===== src/rtl/hs_arb_pkg.sv =====
// Shared types and helpers for the handshake round-robin arbiter.
// Holds the FSM encoding, index-width rule and round-robin pick.
package hs_arb_pkg;

   typedef enum logic [1:0] {
      IDLE,
      LOAD,
      REQ,
      ACK
   } state_t;

   function automatic int idx_w(input int n);
      return (n > 1) ? $clog2(n) : 1;
   endfunction

   // First set bit scanning ptr, ptr+1, ... with explicit wrap at n.
   function automatic int rr_pick(
      input logic [31:0] req,
      input int          ptr,
      input int          n
   );
      int r;
      int idx;
      bit hit;
      r   = 0;
      hit = 1'b0;
      for (int i = 0; i < n; i++) begin
         idx = ptr + i;
         if (idx >= n) idx = idx - n;
         if (!hit && req[idx]) begin
            r   = idx;
            hit = 1'b1;
         end
      end
      return r;
   endfunction

endpackage


===== src/rtl/hs_sync.sv =====
// Multi-flop synchronizer chain with synchronous clear.
// Brings asynchronous handshake wires into the clk domain.
module hs_sync #(
   parameter int W      = 1,
   parameter int STAGES = 2
) (
   input  logic         clk,
   input  logic         rst,
   input  logic [W-1:0] d,
   output logic [W-1:0] q
);

   logic [W-1:0] ff [STAGES];

   always_ff @(posedge clk) begin
      if (rst) begin
         for (int i = 0; i < STAGES; i++) ff[i] <= '0;
      end else begin
         ff[0] <= d;
         for (int i = 1; i < STAGES; i++) ff[i] <= ff[i-1];
      end
   end

   assign q = ff[STAGES-1];

endmodule


===== src/rtl/hs_rr_arbiter.sv =====
// Round-robin arbiter merging NREQ 4-phase bundled-data channels
// onto one 4-phase output channel, clocked with synchronized inputs.
module hs_rr_arbiter
   import hs_arb_pkg::*;
#(
   parameter int             N           = 1,
   parameter int             NREQ        = 2,
   parameter int             SYNC_STAGES = 2,
   parameter logic [N-1:0]   RdataVal    = '0
) (
   input  logic              clk,
   input  logic              rst,
   input  logic [NREQ-1:0]   r_i,
   output logic [NREQ-1:0]   a_i,
   input  logic [NREQ*N-1:0] d_i,
   output logic              r_o,
   input  logic              a_o,
   output logic [N-1:0]      d_o
);

   localparam int IW = idx_w(NREQ);

   logic [NREQ-1:0] rs;
   logic            ack_s;

   state_t          state, state_n;
   logic [IW-1:0]   ptr, ptr_n;
   logic [IW-1:0]   g, g_n;
   logic [N-1:0]    d_n;
   logic            r_n;
   logic [NREQ-1:0] a_n;
   int              win;

   hs_sync #(.W(NREQ), .STAGES(SYNC_STAGES)) u_sync_r (
      .clk (clk),
      .rst (rst),
      .d   (r_i),
      .q   (rs)
   );

   hs_sync #(.W(1), .STAGES(SYNC_STAGES)) u_sync_a (
      .clk (clk),
      .rst (rst),
      .d   (a_o),
      .q   (ack_s)
   );

   always_ff @(posedge clk) begin
      if (rst) begin
         state <= IDLE;
         ptr   <= '0;
         g     <= '0;
         d_o   <= RdataVal;
         r_o   <= 1'b0;
         a_i   <= '0;
      end else begin
         state <= state_n;
         ptr   <= ptr_n;
         g     <= g_n;
         d_o   <= d_n;
         r_o   <= r_n;
         a_i   <= a_n;
      end
   end

   // Data is captured on the grant edge so r_o rises a full cycle later.
   always_comb begin
      state_n = state;
      ptr_n   = ptr;
      g_n     = g;
      d_n     = d_o;
      r_n     = r_o;
      a_n     = a_i;
      win     = rr_pick(32'(rs), int'(ptr), NREQ);
      unique case (state)
         IDLE: begin
            if (!ack_s && |rs) begin
               state_n = LOAD;
               g_n     = IW'(win);
               d_n     = d_i[win*N +: N];
               ptr_n   = (win == NREQ - 1) ? '0 : IW'(win + 1);
            end
         end
         LOAD: begin
            state_n = REQ;
            r_n     = 1'b1;
         end
         REQ: begin
            if (ack_s) begin
               state_n = ACK;
               r_n     = 1'b0;
               a_n     = '0;
               a_n[g]  = 1'b1;
            end
         end
         ACK: begin
            if (!rs[g] && !ack_s) begin
               state_n = IDLE;
               a_n     = '0;
            end
         end
         default: state_n = IDLE;
      endcase
   end

endmodule


===== config.mk =====
export PLATFORM = sky130hd
export DESIGN_NAME = hs_rr_arbiter
export DESIGN_NICKNAME = d
export VERILOG_FILES = /design/src/rtl/hs_arb_pkg.sv /design/src/rtl/hs_sync.sv /design/src/rtl/hs_rr_arbiter.sv
export SDC_FILE = /design/constraint.sdc
export NUM_CORES = 1
export LEC_CHECK = 0
export BUFFER_PORTS_ARGS = -buffer_cell sky130_fd_sc_hd__clkbuf_2
export CAP_MARGIN = 20
export CELL_PAD_IN_SITES_DETAIL_PLACEMENT = 1
export CELL_PAD_IN_SITES_GLOBAL_PLACEMENT = 1
export CORE_UTILIZATION = 25
export DETAILED_ROUTE_END_ITERATION = 10
export PLACE_DENSITY_LB_ADDON = 0.1
export SLEW_MARGIN = 10
export SYNTH_ARGS = -nofsm -noshare
export SYNTH_HDL_FRONTEND = slang
export SYNTH_HIERARCHICAL = 1
export SYNTH_SLANG_ARGS = --single-unit

===== constraint.sdc =====
create_clock -name clk -period 2.1 [get_ports clk]
set_clock_uncertainty 0.1 [all_clocks]
set_input_delay 0.63 -clock clk [delete_from_list [all_inputs] [get_ports clk]]
set_output_delay 0.63 -clock clk [all_outputs]
set_load 0.02 [all_outputs]

# Word-level counts from Yosys, hierarchy flattened

Memory sizes are Yosys's and may differ from the RTL's.
Cells that the tools add are included.

Memories kept: 2
Flip-flop bits (word level): 8
RAM bits: 6

Memory list:

| name        | words | bits a word | read ports | clocked after memory_dff | write ports | RTL line      | RTL |
|---|---|---|---|---|---|---|---|
| u_sync_r.ff | 2     | 2           | 2          | 0                        | 2           | hs_sync.sv:13 | `logic [W-1:0] ff [STAGES];` |
| u_sync_a.ff | 2     | 1           | 2          | 0                        | 2           | hs_sync.sv:13 |  |

Reduce and logical (&&, ||, !) cells: 15
Add/subtract/negate cells: 4
Shift operators: 1
Bitwise logic cells: 4
Mux-type cells: 31
Eq/ne operators: 7
Magnitude comparators: 6

Operators by type and width:

| operator                                                     | count |
|---|---|
| two-way mux 32 bit                                           | 4 |
| less-than comparator 32 x 7 -> 1 bit (second input constant) | 2 |
| equality test 32 x 2 -> 1 bit (second input constant)        | 1 |
| indexed part select 2 x 32 -> 1 bit                          | 1 |
| two-way mux 1 bit                                            | 15 |
| two-way mux 2 bit                                            | 6 |
| binary-select mux 1 bit (select 5 bit)                       | 2 |
| case mux 2 bit (4 select lines)                              | 1 |
| != test 2 bit (second input constant)                        | 3 |
| AND reduction 3 bit                                          | 2 |
| equality test 2 bit (second input constant)                  | 2 |
| logical AND 1 bit                                            | 4 |
| bitwise OR 1 bit                                             | 4 |
| case mux 2 bit (2 select lines)                              | 1 |
| AND reduction 2 bit                                          | 2 |
| nonzero test 2 bit                                           | 2 |
| logical NOT 1 bit                                            | 3 |
| subtractor 1 x 2 -> 3 bit (second input constant)            | 1 |
| subtractor 2 x 2 -> 3 bit (second input constant)            | 1 |
| adder 1 x 1 -> 2 bit (second input constant)                 | 1 |
| equality test 2 x 1 -> 1 bit (second input constant)         | 1 |
| >= comparator 1 x 2 -> 1 bit (second input constant)         | 1 |
| >= comparator 2 bit (second input constant)                  | 1 |
| logical NOT 2 bit                                            | 1 |
| other kinds (6)                                              | 6 |

# Longest topological paths before layout

Depth after elaboration: 11
Depth in mapped cells: 6

# By module

The synthesis kept the hierarchy.

Modules (own cells, without submodules):

| module             | cells an instance | area an instance (um^2) | instances | seq. area each (um^2) |
|---|---|---|---|---|
| hs_rr_arbiter      | 50                | 446.7                   | 1         | 160.2 |
| hs_sync (u_sync_r) | 10                | 120.1                   | 1         | 80.1 |
| hs_sync (u_sync_a) | 4                 | 52.6                    | 1         | 40.0 |

# Worst setup path after synthesis

OpenSTA, ideal clock, no wires.

Kind: flip-flop to flip-flop
Start: register state[0]
End: register state[0]
Setup time: 0.116 ns
Buffers on the path: 0
Required time: 1.884 ns
Stages on the path, launching flop included: 5
Data arrival time: 1.166 ns
Setup slack: 0.718 ns
Clock period less this slack: 1.382 ns
Cell sequence: dfxtp_1 ha_1 a21boi_1 a2111o_1 o211a_1

Word-level cells in the longest chain between the ends: 3

Ends and longest elaborated chain:

| what                                                     | RTL line            | RTL |
|---|---|---|
| start, declared                                          | hs_rr_arbiter.sv:26 | `state_t state, state_n;` |
| start signal, assigned                                   | hs_rr_arbiter.sv:57 | `state <= state_n;` |
| equality test 2 bit or logical NOT 2 bit (tied branches) | hs_rr_arbiter.sv:75 | `unique case (state)` |
| != test 2 bit (no line)                                  | --                  |  |
| AND reduction 3 bit (no line)                            | --                  |  |

Parallel ways exist; a longest one is shown, timed or not.
A chain may end at the register's enable or synchronous reset.

# Final worst setup path

Start: register state[0]
End: register state[1]

The elaborated chain is that of the path after synthesis.

==> impl_results.md <==
* CP max stage cell: dfxtp_1
* GR peak layer: met2
* Port buffer count at 10
* FF-to-FF End: state[1]
* Class of the worst hold path: reg -> reg
* Final core utilization at 31.9%
* Top post-synthesis cells by area: dfxtp_1, ha_1, nor2b_1
* Clock Path Buffers at 2
* Share of the synthesized area in the top cell type at between 40 and 50%
* Syn_nets at 76
* Slack of the critical path at 0.574 ns
* Crit-path max FO at 6
* GRT Total Usage at between 10% and 20%
* Sink Count at 14
* Endpoints failing hold at 0
* PostCTS Resize Cnt at 0
* Synth unique cells at 21
* Global-route wire length before repair at 1.94 mm
* Min-delay src: u_sync_r/ff[0][0]
* Synth Cell Area at 619 um^2
* Area grow syn2layout at 17.2%
* Crit Path Category: reg -> reg
* Syn_area_per_cell at between 9 and 10 um^2
* DR vias at 467
* Worst Tran Pin Value at 0.374 ns
* Peak VDD IR at 0.000388 V
* Die area at 2680 um^2
* Routed wire per std cell at between 10 and 15 um
* Num CTS Buffers at 3
* Largest net degree at the start of global routing at 13
* Antenna Cells at 0
* Share of cells above drive strength 1 at 19.7%
* Met2 Usage GRT at 18.6%
* Die height at between 50 and 60 um
* GR Util met1 at between 10 and 15%
* Post-synthesis sequential area ratio at 45.3%
* Std-Cell Rows at 17
* Core Box Area at 2280 um^2
* CP cell instances: inv_1 > ha_1 > a221oi_2 > mux2i_1
* Max Cap Violations at 0
* Ys Warns at 6
* Fin crit period at 1.53 ns
* Reg-to-reg startpoint: state[0]
* Post-route cell area at ~730 um^2
* DRC at 0
* Reg2reg path depth at 4
* IO Pins at 11
* Critical path origin: state[0]
* Placed inst area at 689 um^2
* Total gr overflow at 0
* Setup TNS at 0 ns
* Nets@finish at 89
* CTS H-tree lvls at 1
* Crit-path max cell delay at 0.39 ns
* DR vias/cell at ~4.5
* R2R Setup Slk at 0.57 ns
* Final WL at 1.20 mm
* ANT nets after route at 0
* Worst EP required at 2.21 ns
* Period Utilization, post-route at ~73%
* Final Non-Filler Cells at 104
* Grt met3 use at about 3.5%
* Clk slew on worst S/H paths at 0.09 ns
* Antenna violations before repair at 0
* RSZ-0062 raised after global routing: no
* Area leader, netlist: dfxtp_1
* Critical path data arrival time at ~1.6 ns
* Hold Crit Depth at 1
* Post-DP HPWL at 940 um
* PD cells at 1060 nW/um^2
* Dpl ws at 0.589 ns
* Slew Viols, Final at 0
* Crit end category: flop
* Highest Clock Rate at roughly 0.66 GHz
* Setup violations, final at 0
* Final Wtd Congestion at 0.708
* DRT iter0 DRCs at 5
* Total leakage power at 0.330 nW
* Inst Count DP at 100
* TritonRoute pass-1 iters at 3
* CTS tree: yes
* Hold buffers post-CTS at 0
* Initial Util at approximately 27%
* Clock insertion delay at the later pin of the skew report at 0.28 ns
* Commonest non-fill, non-tap cell in the layout: dfxtp_1
* Outcome: completed
* Root buffer cell: clkbuf_4
* CP endpoint: state[1]
* Vias in the first global route at between 400 and 500
* Postcts setup bufs at 0
* DIE WIDTH at 51.8 um
* Gate Count Post-Synth at 64
* Number of synthesized register bits at 14
* Max_slew headroom at between 70% and 80%
* Critical path launch point type: flop
* Commonest non-fill, non-tap cells in the layout: dfxtp_1, clkbuf_2, nor2b_1
## cells by family after synthesis
family / Yosys count / share of synthesized area [%]
adders and majority gates: 5 / 10.1
and+or+nand+nor: 21 / 17.6
muxes: 3 / 4.85
DFF: 14 / 45.3
AOI/OAI and AO/OA: 13 / 16.2
buffers and inverters: 8 / 6.06
## state kept, by name, indices dropped and copies added (netlist names)
name / cells
u_sync_r/ff: 4
a_i: 2
state: 2
u_sync_a/ff: 2
d_o: 1
g: 1
ptr: 1
r_o: 1
## worst min path at each step
stage and end:
3_5_place_dp u_sync_r/ff[0][2], 5_1_grt u_sync_r/ff[0][3], 2_1_floorplan u_sync_a/ff[0][1], 4_1_cts u_sync_r/ff[0][2], 6_report u_sync_r/ff[0][2], 3_3_place_gp u_sync_r/ff[0][2]
## report_power, final
part	total [mW]	internal, mW	switching, mW
clock network	0.193	0.105	0.0881
logic	0.240	0.105	0.135
registers	0.334	0.305	0.0284
## per-stage QoR
| step | power (mW) | hold WS (ns) |
|---|---|---|
| after floorplan | 0.518 | 0.314 |
| after global placement | 0.579 | 0.318 |
| after detailed placement | 0.587 | 0.327 |
| after CTS | 0.786 | 0.348 |
| after global routing | 0.834 | 0.372 |
| final | 0.767 | 0.341 |
## Yosys cell counts
library cell,instances
a2111o_1,1
a211oi_1,1
a21boi_1,1
a21oi_1,3
a221oi_2,1
a31oi_1,1
buf_4,2
dfxtp_1,14
ha_1,5
inv_1,6
mux2i_1,3
nand2_1,4
nand3_1,1
nand3b_1,1
nand4b_1,1
nor2_1,6
nor2b_1,7
o211a_1,2
o21ai_0,2
o21bai_1,1
or3_1,1
## layout make-up
| class | instances | area (um^2) |
|---|---|---|
| inverters | 6 | 22.5 |
| well taps | 28 | 35.0 |
| flip-flops and latches | 14 | 280 |
| multi-input cells | 42 | 302 |
| repair buffers | 10 | 50.0 |
| fillers | 271 | 1550 |
| clock buffers | 4 | 36.3 |
## layer usage
layer,routed length [um],vias up
met4,15,0
met1,533,217
met5,0,-
li1,-,239
met2,609,9
met3,44,2
## critical path, delay by kind of cell, from the launching register on
kind,cells,cell delay (ns)
compound gates,1,0.36
fa+ha+maj,1,0.28
buf+inv,1,0.10
flops,1,0.39
mux,1,0.23
Note: power is estimated with default switching activity, not from simulation.
